File: src/rtl/ram_loader.sv
// Framed byte-stream loader: SYNC, ADDR, LEN, LEN data bytes, CSUM.
// Each data byte becomes an MAR load followed by a RAM write while the CPU is held.
module ram_loader #(
  parameter int                ADDR_W    = 4,
  parameter int                DATA_W    = 8,
  parameter logic [DATA_W-1:0] SYNC_BYTE = 8'hA5,
  parameter int                TIMEOUT   = 1000
) (
  input  logic              clk,
  input  logic              rst_n,
  input  logic [DATA_W-1:0] rx_data,
  input  logic              rx_valid,
  output logic              rx_ready,
  output logic [ADDR_W-1:0] mar_addr,
  output logic              mar_wr,
  output logic [DATA_W-1:0] bus_out,
  output logic              bus_oe,
  output logic              ram_wr,
  output logic              cpu_hold,
  output logic              done,
  output logic              err
);

  // state  | meaning
  // IDLE   | waiting for SYNC_BYTE, other bytes dropped
  // HDR_A  | waiting for start address byte
  // HDR_L  | waiting for length byte
  // DATA   | waiting for next data byte
  // MAR    | MAR load strobe for the byte just taken
  // WR     | RAM write strobe, bus driven, advance pointer/count
  // CSUM   | waiting for checksum byte
  typedef enum logic [2:0] {
    S_IDLE, S_HDR_A, S_HDR_L, S_DATA, S_MAR, S_WR, S_CSUM
  } state_t;

  localparam int                 CNT_W    = ADDR_W + 1;
  localparam int                 TMR_W    = $clog2(TIMEOUT + 1);
  localparam logic [CNT_W-1:0]   CNT_FULL = CNT_W'(2 ** ADDR_W);
  localparam logic [CNT_W-1:0]   CNT_ONE  = CNT_W'(1);
  localparam logic [TMR_W-1:0]   TMR_LOAD = TMR_W'(TIMEOUT - 1);

  state_t              state, state_nxt;
  logic [ADDR_W-1:0]   ptr;
  logic [CNT_W-1:0]    cnt;
  logic [DATA_W-1:0]   sum;
  logic [DATA_W-1:0]   bus_q;
  logic [ADDR_W-1:0]   mar_q;
  logic [TMR_W-1:0]    tmr;
  logic                done_q;
  logic                err_q;
  logic                hold_q;

  logic                accept;
  logic                waiting;
  logic                timeout;
  logic                csum_good;
  logic                sync_seen;

  always_comb begin
    rx_ready  = 1'b1;
    mar_wr    = 1'b0;
    ram_wr    = 1'b0;
    bus_oe    = 1'b0;
    waiting   = 1'b0;
    state_nxt = state;

    case (state)
      S_MAR: begin
        rx_ready = 1'b0;
        mar_wr   = 1'b1;
      end
      S_WR: begin
        rx_ready = 1'b0;
        ram_wr   = 1'b1;
        bus_oe   = 1'b1;
      end
      S_HDR_A, S_HDR_L, S_DATA, S_CSUM: waiting = 1'b1;
      default: ;
    endcase

    accept    = rx_valid & rx_ready;
    timeout   = waiting & ~accept & (tmr == '0);
    sync_seen = (state == S_IDLE) & accept & (rx_data == SYNC_BYTE);
    csum_good = ((sum + rx_data) == '0);

    case (state)
      S_IDLE:  if (sync_seen) state_nxt = S_HDR_A;
      S_HDR_A: if (timeout) state_nxt = S_IDLE; else if (accept) state_nxt = S_HDR_L;
      S_HDR_L: if (timeout) state_nxt = S_IDLE; else if (accept) state_nxt = S_DATA;
      S_DATA:  if (timeout) state_nxt = S_IDLE; else if (accept) state_nxt = S_MAR;
      S_MAR:   state_nxt = S_WR;
      S_WR:    state_nxt = (cnt == CNT_ONE) ? S_CSUM : S_DATA;
      S_CSUM:  if (timeout || accept) state_nxt = S_IDLE;
      default: state_nxt = S_IDLE;
    endcase
  end

  always_ff @(posedge clk or negedge rst_n) begin
    if (!rst_n) state <= S_IDLE;
    else        state <= state_nxt;
  end

  // Inter-byte watchdog: reloads on every accept and outside the waiting states.
  always_ff @(posedge clk or negedge rst_n) begin
    if (!rst_n)                tmr <= TMR_LOAD;
    else if (!waiting || accept) tmr <= TMR_LOAD;
    else if (tmr != '0)        tmr <= tmr - TMR_W'(1);
  end

  always_ff @(posedge clk or negedge rst_n) begin
    if (!rst_n) begin
      ptr   <= '0;
      cnt   <= '0;
      sum   <= '0;
      bus_q <= '0;
      mar_q <= '0;
    end else begin
      case (state)
        S_HDR_A: if (accept) ptr <= rx_data[ADDR_W-1:0];
        S_HDR_L: if (accept) begin
          // A length of zero in the low bits means a full-depth frame.
          cnt <= (rx_data[ADDR_W-1:0] == '0) ? CNT_FULL : {1'b0, rx_data[ADDR_W-1:0]};
          sum <= '0;
        end
        S_DATA: if (accept) begin
          bus_q <= rx_data;
          sum   <= sum + rx_data;
          mar_q <= ptr;
        end
        S_WR: begin
          ptr <= ptr + ADDR_W'(1);
          cnt <= cnt - CNT_ONE;
        end
        default: ;
      endcase
    end
  end

  always_ff @(posedge clk or negedge rst_n) begin
    if (!rst_n) begin
      done_q <= 1'b0;
      err_q  <= 1'b0;
      hold_q <= 1'b0;
    end else begin
      done_q <= (state == S_CSUM) & accept & csum_good;
      hold_q <= (state_nxt != S_IDLE);
      if (sync_seen)
        err_q <= 1'b0;
      else if (timeout || ((state == S_CSUM) && accept && !csum_good))
        err_q <= 1'b1;
    end
  end

  assign mar_addr = mar_q;
  assign bus_out  = bus_q;
  assign cpu_hold = hold_q;
  assign done     = done_q;
  assign err      = err_q;

endmodule

File: config.mk
export PLATFORM = sky130hd
export DESIGN_NAME = ram_loader
export DESIGN_NICKNAME = d
export VERILOG_FILES = /design/src/rtl/ram_loader.sv
export SDC_FILE = /design/constraint.sdc
export NUM_CORES = 1
export LEC_CHECK = 0
export ABC_AREA = 1
export BUFFER_PORTS_ARGS = -buffer_cell sky130_fd_sc_hd__buf_4
export CORE_UTILIZATION = 55
export CTS_BUF_LIST = sky130_fd_sc_hd__clkbuf_16
export DETAILED_ROUTE_END_ITERATION = 16
export HOLD_SLACK_MARGIN = 0.03
export PLACE_DENSITY = 0.73
export SLEW_MARGIN = 30
export SYNTH_ARGS = -nofsm -noshare
export SYNTH_HDL_FRONTEND = slang
export SYNTH_SLANG_ARGS = --single-unit
File: constraint.sdc
create_clock -name clk -period 2.3 [get_ports clk]
set_input_delay 0.115 -clock clk [delete_from_list [all_inputs] [get_ports clk]]
set_output_delay 0.115 -clock clk [all_outputs]
set_load 0.01 [all_outputs]
Yosys cells after proc, flatten, opt, wreduce, memory -nomap -nowiden
Cells that the tools add are included.
{"block": "totals", "out_inout_bits": 19, "register_bits": 45, "elab_cells": 83}
{"block": "op_classes", "addsub": 4, "bitwise": 8, "reduce_logical": 24, "muxes": 26, "eq_ne": 11}
{"operator": "two-way mux 3 bit", "n": 9}
{"operator": "case mux 3 bit (7 select lines)", "n": 1}
{"operator": "two-way mux 10 bit", "n": 2}
{"operator": "two-way mux 8 bit", "n": 2}
{"operator": "case mux 8 bit (2 select lines)", "n": 1}
{"operator": "logical NOT 10 bit", "n": 1}
{"operator": "two-way mux 5 bit", "n": 2}
{"operator": "case mux 5 bit (2 select lines)", "n": 1}
{"operator": "nonzero test 10 bit", "n": 1}
{"operator": "nonzero test 2 bit", "n": 5}
{"operator": "subtractor 10 x 1 -> 10 bit (second input constant)", "n": 1}
{"operator": "equality test 3 bit (second input constant)", "n": 3}
{"operator": "adder 8 bit", "n": 1}
{"operator": "equality test 8 bit (second input constant)", "n": 1}
{"operator": "logical NOT 8 bit", "n": 1}
{"operator": "case mux 4 bit (2 select lines)", "n": 1}
{"operator": "bitwise AND 1 bit", "n": 7}
{"operator": "equality test 3 x 2 -> 1 bit (second input constant)", "n": 2}
{"operator": "two-way mux 1 bit", "n": 6}
{"operator": "inequality test 2 bit (second input constant)", "n": 3}
{"operator": "AND reduction 2 bit", "n": 3}
{"operator": "equality test 5 x 1 -> 1 bit (second input constant)", "n": 1}
{"operator": "subtractor 5 x 1 -> 5 bit (second input constant)", "n": 1}
{"operator": "adder 4 x 1 -> 4 bit (second input constant)", "n": 1}
{"operator": "other kinds (12)", "n": 16}

Logic depth before layout (Yosys ltp)
Gate-level depths: netlist of run 1.
{"block": "depth", "word_depth": 11, "depth_mapped": 11}

Worst setup path after synthesis of run 1
OpenSTA, ideal clock, no wires.
{"block": "synth_timing", "kind": "reg2reg", "from": "register sum[0]", "to": "register err_q, in the netlist err", "path_stages_with_launch": 10, "arrival_ns": 1.550, "path_slack_ns": 0.628, "n_path_buf": 0, "path_cell_list": "dfrtp_1 -> ha_1 -> fa_1 -> xor2_1 -> nor2_1 -> nand3_1 -> nor2_1 -> nand2_1 -> nand2_1 -> a21oi_1"}
{"block": "synth_via", "elab_chain_cells": 6}
{"element": "start: declaration", "line_no": "45", "text": "logic [DATA_W-1:0] sum;"}
{"element": "start signal: assignment", "line_no": "127", "text": "sum <= sum + rx_data;"}
{"element": "adder 8 bit", "line_no": "84", "text": "csum_good = ((sum + rx_data) == '0);"}
{"element": "logical NOT 8 bit", "line_no": "84"}
{"element": "logical NOT 1 bit", "line_no": "149", "text": "else if (timeout || ((state == S_CSUM) && accept && !csum_good))"}
{"element": "logical AND 1 bit", "line_no": "149"}
{"element": "logical OR 1 bit", "line_no": "149"}
{"element": "nonzero test 2 bit (no line)"}
{"element": "end signal: assignment", "line_no": "142", "text": "err_q <= 1'b0;"}
{"element": "end signal: assignment", "line_no": "148", "text": "err_q <= 1'b0;"}
{"element": "end signal: assignment", "line_no": "150", "text": "err_q <= 1'b1;"}
{"element": "end: declaration", "line_no": "50", "text": "logic err_q;"}
No other way between the ends.
A chain may end at the register's enable or synchronous reset.

Worst setup path after layout of run 1
Same ends and word-level chain as after synthesis.

==> qor.yml, run 1 <==
outcome:
  status: "complete, no violations"
pwr:
  leakage_nw: 1.61
  vdd_ir_drop_max_mv: 0.677
  p_per_area_nw_per_um2: 866
yosys:
  netlist_top_cells_area: "dfrtp_1 (35%), nand2_1 (10%), dfstp_2 (7.9%), inv_1 (6.9%), nand3_1 (6.2%)"
  seq_area_frac_synth: 0.426
  syn_inst: 344
  yosysTopAreaCell: "dfrtp_1"
  ys_ff_latch: 45
  syn-num-nets: 368
  synth_cell_types: 33
  yosys_warnings: 0
  avgSynthCellArea_um2: 7.76
  synthesis.area_um2: 2670
  synth_top_cell_area_share: 0.347
timing:
  finalSetupTns_ns: 0
  fin_skew_ns: 0.00687
  clock.fmax_ghz: 0.548
  hold_viol: 0
  finalCriticalPeriod_ns: 1.83
  slew_violations: 0
  period_share: 0.794
  rsz0062_at_grt: "false"
  max_slew_margin: 0.621
  worst_pin_slew_ns: 0.568
  setup_viol: 0
drt:
  wl_per_cell_um: 13.6
  post-route-drc-count: 0
  first_pass_iters: 4
  drtIter0Drc: 241
  via_per_inst: 5.50
  drt-total-wl_mm: 5.85
  ant_nets: 0
  num_vias: 2361
final_layout:
  design_area_um2: 3080
  nFillCells: 391
  layout_common_cells: "nand2_1 (72), inv_1 (49), dfrtp_1 (37), nand3_1 (33), nor2_1 (32)"
  num-nets-final: 400
  final_layout_size_suffix_gt1_frac: 0.162
  diodes: 0
  final_common_cell: "nand2_1"
  area_delta_synth_final_pct: 15.2
cts:
  cts_max_path_buffers: 2
  cts.htree.levels: 2
  cts_made_buffers: 5
  cts_tree: "done"
  cts-resized-gates: 0
  cts.clk_slew.worst_paths_ns: 0.07
  cts-root-buf: "clkbuf_16"
  cts_setup_buffers: 0
  cts_num_sinks: 45
  clk_latency_ns: 0.29
die:
  die_area_um2: 5140
  rows: 24
  coreArea_um2: 4500
  io_pins: 30
  initial_utilization: 0.593
  die_x_um: 71.7
  die_y_um: 71.7
worst_setup_path:
  worst_setup_path_end_kind: "flop"
  cp-start-kind: "flop"
  cp.required_ns: 2.51
  r2r_setup_slack_ns: 0.47
  reg2reg_from: "sum[0]$_DFFE_PN0P_"
  timing.critical_path.to: "err$_DFFE_PN0P_"
  arrival_ns: 2.04
  worst-r2r-cell-count: 11
  critPathKind: "reg2reg"
  cp-startpoint: "sum[0]$_DFFE_PN0P_"
  reg2reg_to: "err$_DFFE_PN0P_"
  worstPathMaxFanout: 3
place:
  placed_area_um2: 2920
  dp_hpwl_mm: 4.34
  gp_congestion: 1.00
  io_buffers: 29
global_routing:
  grt_pass1_wl_mm: 10.1
  grt_max_degree: 46
  overflow: 0
  grt_use_total: 0.257
  first_global_vias: 2268
  grt_antenna_before_repair: 0
min_path:
  worstHoldPathType: "in2reg"
flow_run:
  max_cap_violations: 0
==> area by class of cell <==
type,count,area [um^2],area share
Clock buffer,5,125,0.0407
Clock inverter,3,21.3,0.00692
Inverter,53,201,0.0655
Multi-Input combinational cell,241,1300,0.422
Sequential cell,45,1140,0.369
Tap cell,52,65.1,0.0212
Timing Repair Buffer,30,228,0.0740
==> synthesized netlist by cell type (all sizes together) <==
cell     n
nor3     8
clkbuf   2
a31oi    2
nand3   34
nor2    35
dfrtp   37
nand4    7
inv     53
buf      3
dfstp    8
ha      12
xor2     3
mux2     4
a22oi    1
fa       1
o21ai   33
o211ai   5
o31ai    1
nand2   75
a21oi   18
xnor2    2
==> through the flow <==
stage	setup WS, ns	hold WS, ns	total power, mW	std cells	util
after floorplan	0.628	-0.181	1.67	344	-
after CTS	0.500	0.0997	2.66	429	0.683
final	0.474	0.0971	2.66	429	0.683
after detailed placement	0.518	0.149	1.95	420	0.648
after global placement	0.538	0.152	1.92	420	0.648
after global routing	0.307	0.105	2.84	429	0.683
==> critical path: stages (launching register included) <==
cell and delay [ns]:
dfrtp_1 0.38, ha_1 0.22, fa_1 0.43, nand3_1 0.12, nand3_1 0.08, nand2_1 0.07
nand2_1 0.08, nand3_1 0.09, nor2_1 0.04, nand2_1 0.07, nand2_1 0.05, a21oi_1 0.12
==> routing by layer <==
| metal | global-route usage | routed length (um) | share of wire | vias up |
|---|---|---|---|---|
| met3 | 0.0408 | 307 | 0.053 | 9 |
| met4 | 0.0806 | 81 | 0.014 | 0 |
| li1 | - | - | - | 1190 |
| met2 | 0.416 | 2700 | 0.46 | 67 |
| met5 | 0 | 0 | 0 | - |
| met1 | 0.355 | 2760 | 0.47 | 1095 |
==> kinds of logic (layout without fill, tap and decap cells) <==
group	Yosys count	count (layout)	synth area share
AOI/OAI and AO/OA	60	60	0.121
xor gates and xnor gates	5	5	0.0164
adders and majority gates	13	13	0.0638
buffers and inverters	58	91	0.0877
DFF	45	45	0.426
muxes	4	4	0.0169
and+or+nand+nor	159	159	0.268
==> report_power, final <==
group	internal (mW)	switching [mW]	total [mW]
clock network	0.404	0.308	0.712
logic	0.333	0.517	0.850
registers	0.966	0.134	1.10
total	1.70	0.959	2.66
==> timing repair <==
item                                    CTS  global route
endpoints found under the setup margin    0             0
endpoints found under the hold margin    37             0
hold buffers                              1             0
==> flip-flops by register name (all words and copies together) (netlist names) <==
name,flops
cnt,5
done,1
bus_out,8
mar_addr,4
sum,8
state,3
cpu_hold,1
tmr,10
ptr,4
err,1
==> worst min path at each step <==
stage	start	to	slack [ns]	cells past startpoint
finish	rx_data[6]	bus_out[6]$_DFFE_PN0P_	0.1	2
global route	rx_data[6]	bus_out[6]$_DFFE_PN0P_	0.10	2
CTS	rx_data[6]	bus_out[6]$_DFFE_PN0P_	0.1	2
detailed placement	rst_n	bus_out[7]$_DFFE_PN0P_	0.15	1
global placement	rst_n	sum[4]$_DFFE_PN0P_	0.15	1
floorplan	rst_n	bus_out[0]$_DFFE_PN0P_	-0.18	0
No activity file was read; power rests on OpenSTA's default activity.
==> inputs of run 2 (changes only) <==
==> constraint.sdc (replaced) <==
create_clock -name clk -period 1.8 [get_ports clk]
set_input_delay 0.09 -clock clk [delete_from_list [all_inputs] [get_ports clk]]
set_output_delay 0.09 -clock clk [all_outputs]
set_load 0.01 [all_outputs]
==> run 2 against run 1 <==
Effect of this change: sequential power is 28% higher; utilization is 1.8 points higher; fmax is 4.3% higher; sequential share of layout area is 0.94 points lower; non-clock buffer count is 6 higher; critical endpoint unchanged; critical path depth is 2 lower; worst hold slack worse by 0.021 ns; clock power is 28% higher.
==> qor.yml, run 2 (same netlist as run 1, synthesis figures left out) <==
timing:
  max_slew_margin: 0.624
  slew_violations: 0
  period_share: 0.973
  whs_ns: 0.0765
  finalCriticalPeriod_ns: 1.75
  fin_skew_ns: 0.00210
  worst_pin_slew_ns: 0.563
  setup_viol: 0
  rsz0062_at_grt: "true"
  hold_viol: 0
  clock.fmax_ghz: 0.571
worst_setup_path:
  critPathKind: "reg2reg"
  cp.required_ns: 1.98
  cp-start-kind: "flop"
  worst_setup_path_end_kind: "flop"
  path_cells: "ha_2, fa_2, xor2_1, nor2_1, nand3_1, nor2_1, nand2_1, nand2_1, a21oi_1"
  crit_path_max_incr_delay_ns: 0.38
  cp_slowest_cell: "dfrtp_1"
  path_delay_family: "adder cells"
  worstPathMaxFanout: 3
  crit_buf_inv: 0
  arrival_ns: 1.93
die:
  die_x_um: 71.7
  io_pins: 30
  coreArea_um2: 4500
  initial_utilization: 0.593
  die_area_um2: 5140
  rows: 24
  die_y_um: 71.7
final_layout:
  final_common_cell: "nand2_1"
  area_delta_synth_final_pct: 18.2
  largest_reg_flops: 10
  layout_common_cells: "nand2_1 (72), inv_1 (48), dfrtp_1 (37), buf_4 (34)"
  final_layout_size_suffix_gt1_frac: 0.198
  regMostFlops: "tmr"
  design_area_um2: 3160
  diodes: 0
  num-nets-final: 406
cts:
  cts_num_sinks: 45
  cts-root-buf: "clkbuf_16"
  cts_tree: "done"
  cts.clk_slew.worst_paths_ns: 0.06
  clk_latency_ns: 0.29
  cts_made_buffers: 5
  cts.htree.levels: 2
  cts_setup_buffers: 0
  cts_max_path_buffers: 2
global_routing:
  grt_use_total: 0.254
  first_global_vias: 2260
  grt_pass1_wl_mm: 10.2
  overflow: 0
  grt_antenna_before_repair: 0
  grt_max_degree: 46
place:
  placed_area_um2: 2980
  gp_congestion: 0.902
  io_buffers: 29
  dp_hpwl_mm: 4.33
flow_run:
  max_cap_violations: 0
drt:
  post-route-drc-count: 0
  drtIter0Drc: 157
  first_pass_iters: 4
  num_vias: 2387
  drt-total-wl_mm: 5.86
  via_per_inst: 5.49
  ant_nets: 0
  wl_per_cell_um: 13.5
outcome:
  status: "complete, no violations"
pwr:
  p_per_area_nw_per_um2: 1090
  vdd_ir_drop_max_mv: 0.612
  leakage_nw: 1.63
min_path:
  worstHoldPathType: "in2reg"
==> run 2: cell count changes in the layout (fill, tap and decap cells not counted), sizes merged <==
cell / before / now
clkinvlp: 0 / 1
clkinv: 2 / 1
buf: 29 / 35
==> run 2: repair_timing <==
| item | in CTS | in global routing |
|---|---|---|
| hold buffers | 1 | 0 |
| setup endpoints to repair | 1 | 5 |
| hold endpoints to repair | 37 | 0 |
| gates resized for setup | 1 | 7 |
==> run 2: layout make-up <==
cell class,count,area (um^2)
flip-flops and latches,45,1140
clock inverters,3,21.3
repair buffers,36,285
well taps,52,65.1
clock buffers,5,125
inverters,53,201
fillers,386,1350
multi-input cells,241,1320
==> run 2: worst reg2reg max path: cells and delay by family, from the launching register on <==
| kind | cells | cell delay (ns) |
|---|---|---|
| AOI/OAI and AO/OA | 1 | 0.05 |
| xor gates and xnor gates | 1 | 0.20 |
| adders and majority gates | 2 | 0.57 |
| DFF | 1 | 0.38 |
| and+or+nand+nor | 5 | 0.44 |
==> run 2: path summary, 6_finish.rpt <==
kind	start	end	slack, ns	cells after the start
min in group asynchronous	rst_n	bus_out[5]$_DFFE_PN0P_	0.35	2
setup / recovery	sum[0]$_DFFE_PN0P_	err$_DFFE_PN0P_	0.05	9
setup reg to reg	sum[0]$_DFFE_PN0P_	err$_DFFE_PN0P_	0.05	9
hold reg to reg	tmr[0]$_DFFE_PN1N_	tmr[0]$_DFFE_PN1N_	0.47	2
hold / removal	rx_data[6]	bus_out[6]$_DFFE_PN0P_	0.08	2
max in group asynchronous	rst_n	tmr[6]$_DFFE_PN1N_	1.07	2
==> run 2: metrics by stage <==
stage	power (mW)	instances	setup TNS [ns]	utilization	setup slack (ns)
2_1_floorplan	2.14	344	0	-	0.128
3_3_place_gp	2.49	426	0	0.661	0.0506
3_5_place_dp	2.51	426	0	0.661	0.0209
4_1_cts	3.45	435	0	0.696	0.0553
5_1_grt	3.68	435	-0.0780	0.701	-0.0667
6_report	3.43	435	0	0.701	0.0494
==> run 2: layer usage <==
layer  track usage  wire (um)  up-vias
met5             0          0        -
met2         0.413       2760       43
met1         0.341       2800     1130
met4        0.0959         95        0
li1              -          -     1203
met3        0.0436        205       11
==> run 2: power breakdown <==
part | switching, mW | total [mW] | leakage, nW | internal, mW
sequential | 0.171 | 1.41 | 0.571 | 1.23
clock | 0.397 | 0.913 | 0.0702 | 0.517
combinational | 0.657 | 1.11 | 0.994 | 0.453
total | 1.22 | 3.43 | 1.63 | 2.20
==> inputs of run 3 (changes only) <==
--- a/config.mk
+++ b/config.mk
@@ -5,7 +5,7 @@
 export SDC_FILE = /design/constraint.sdc
 export NUM_CORES = 1
 export LEC_CHECK = 0
-export ABC_AREA = 1
+export ABC_AREA = 0
 export BUFFER_PORTS_ARGS = -buffer_cell sky130_fd_sc_hd__buf_4
 export CORE_UTILIZATION = 55
 export CTS_BUF_LIST = sky130_fd_sc_hd__clkbuf_16
==> run 3 against run 2 <==
Effect of this change: the flow now finishes with violations (negative setup slack); worst hold slack got worse by 0.043 ns; global-route usage up 3.6 points; cell count down 4.8%; non-clock buffer count grew 49; critical path type unchanged; wire length increased by 14%; critical endpoint unchanged; area after synthesis decreased by 5.4%.
==> qor.yml, run 3 <==
outcome:
  status: "complete, but fails checks"
  violations: "negative setup slack"
die:
  io_pins: 30
  initial_utilization: 0.576
  rows: 24
  coreArea_um2: 4380
  die_area_um2: 4870
  die_y_um: 69.8
  die_x_um: 69.8
drt:
  ant_nets: 0
  first_pass_iters: 5
  num_vias: 2418
  wl_per_cell_um: 16.1
  via_per_inst: 5.84
  drt-total-wl_mm: 6.66
  post-route-drc-count: 0
  drtIter0Drc: 227
yosys:
  synthesis.area_um2: 2520
  avgSynthCellArea_um2: 9.05
  syn-num-nets: 303
  ys_ff_latch: 45
  seq_area_frac_synth: 0.450
  yosys_warnings: 0
  synthArstFlopShare: 1.00
  synth-edff-count: 0
  netlist_top_cells_area: "dfrtp_1 (37%), nand2_1 (8.9%), dfstp_2 (8.3%), ha_1 (5.9%), o21ai_0 (3.8%)"
  yosysTopAreaCell: "dfrtp_1"
  synthTopCellsByCount: "nand2_1 (60), dfrtp_1 (37), o21ai_0 (19), nor2_1 (18), a21oi_1 (14)"
  synth_ff_type: "dfrtp_1"
  synth_cell_types: 46
  syn_inst: 279
  yosysMostFrequentCell: "nand2_1"
  synth_top_cell_area_share: 0.367
pwr:
  vdd_ir_drop_max_mv: 0.842
  p_per_area_nw_per_um2: 1520
  leakage_nw: 1.63
timing:
  clock.fmax_ghz: 0.472
  fin_skew_ns: 0.00528
  setup_viol: 6
  period_share: 1.18
  worst_slack_ns: -0.318
  whs_ns: 0.0333
  rsz0062_at_grt: "true"
  hold_viol: 0
  max_slew_margin: 0.603
  finalCriticalPeriod_ns: 2.12
  worst_pin_slew_ns: 0.594
  slew_violations: 0
worst_setup_path:
  arrival_ns: 2.27
  r2r_setup_slack_ns: -0.32
  worst_setup_path_end_kind: "flop"
  reg2reg_to: "err$_DFFE_PN0P_"
  worst-r2r-cell-count: 7
  cp-startpoint: "sum[0]$_DFFE_PN0P_"
  reg2reg_from: "sum[0]$_DFFE_PN0P_"
  crit_path_max_incr_delay_ns: 0.41
  timing.critical_path.to: "err$_DFFE_PN0P_"
  worstPathMaxFanout: 3
  path_cells: "ha_4, fa_2, a211oi_4, nor4b_1, nand4b_1, nor4_2, o21ai_1"
  critPathKind: "reg2reg"
  cp_slowest_cell: "dfrtp_1"
  cp-start-kind: "flop"
  cp.required_ns: 1.95
final_layout:
  layout_common_cells: "buf_4 (81), nand2_1 (59), dfrtp_1 (36), nor2_1 (17), o21ai_0 (16)"
  design_area_um2: 3490
  nFillCells: 301
  num-nets-final: 385
  diodes: 0
  seq_area_um2: 1140
  final_common_cell: "buf_4"
  final_core_utilization: 0.797
  area_delta_synth_final_pct: 38.3
  largest_reg_flops: 10
  final_layout_size_suffix_gt1_frac: 0.367
  multiInputGateArea_um2: 1460
  layout.cells.non_filler: 414
  regMostFlops: "tmr"
cts:
  clk_latency_ns: 0.29
  cts_made_buffers: 5
  cts.htree.levels: 2
  cts.clk_slew.worst_paths_ns: 0.06
  cts-root-buf: "clkbuf_16"
  cts_max_path_buffers: 2
  cts_num_sinks: 45
  cts_tree: "done"
place:
  placed_area_um2: 3140
  post-place-ws_ns: -0.274
  io_buffers: 29
  gp_congestion: 0.877
  dp_hpwl_mm: 4.52
  post-place-cells: 397
global_routing:
  first_global_vias: 2341
  overflow: 0
  grt_use_total: 0.290
  grt_pass1_wl_mm: 11.0
  grt_antenna_before_repair: 0
  grt_max_degree: 46
flow_run:
  max_cap_violations: 0
min_path:
  worstHoldPathType: "in2reg"
## run 3: cell type report
class                   instances  area share
multi-input cells             214       0.419
flip-flops and latches         45       0.326
repair buffers                 85       0.186
clock buffers                   5      0.0358
well taps                      52      0.0186
inverters                      10      0.0107
clock inverters                 3     0.00394
## run 3: cell families after synthesis
group                      share of synthesized area
AOI/OAI and AO/OA                              0.142
DFF                                            0.450
muxes                                         0.0119
xor gates and xnor gates                      0.0416
buffers and inverters                         0.0342
and+or+nand+nor                                0.253
adders and majority gates                     0.0674
## run 3: metal layers
layer / vias up / global-route usage / wire length (um)
met1: 1165 / 0.396 / 3010
met3: 17 / 0.0523 / 334
met4: 0 / 0.0978 / 141
li1: 1145 / - / -
met2: 91 / 0.469 / 3180
met5: - / 0 / 0
## run 3: power by group
part	switching (mW)	total, mW	internal [mW]
Clock	0.378	0.883	0.504
Combinational	1.41	2.75	1.34
Sequential	0.269	1.67	1.40
## run 3: repair_timing
item | 4_1_cts | 5_1_grt
endpoints found under the hold margin | 38 | 0
gates resized for setup | 18 | 13
pin swaps | 10 | 12
hold buffers | 2 | 0
buffers inserted | 5 | 2
setup endpoints to repair | 12 | 14
## run 3: how the worst min path moves through the flow
stage / start / end / slack, ns / cells past startpoint
final: rx_data[5] / bus_out[5]$_DFFE_PN0P_ / 0.03 / 3
after global routing: rx_data[5] / bus_out[5]$_DFFE_PN0P_ / 0.03 / 3
after CTS: rx_data[5] / bus_out[5]$_DFFE_PN0P_ / 0.03 / 3
after detailed placement: rst_n / bus_out[5]$_DFFE_PN0P_ / 0.13 / 1
after global placement: rst_n / bus_out[5]$_DFFE_PN0P_ / 0.12 / 1
after floorplan: rst_n / bus_out[0]$_DFFE_PN0P_ / -0.21 / 0
## run 3: metrics by stage
step           power (mW)  TNS [ns]
2_1_floorplan        2.98    -0.235
5_1_grt              5.63     -1.46
4_1_cts              5.19    -0.865
3_5_place_dp         4.11     -1.28
6_report             5.30    -0.889
3_3_place_gp         4.02    -0.728
## run 3: worst max-delay path: cells and delay by family, from the launching register on
| family | cells | cell delay, ns |
|---|---|---|
| DFF | 1 | 0.41 |
| adders and majority gates | 2 | 0.55 |
| and+or+nand+nor | 3 | 0.62 |
| AOI/OAI and AO/OA | 2 | 0.42 |
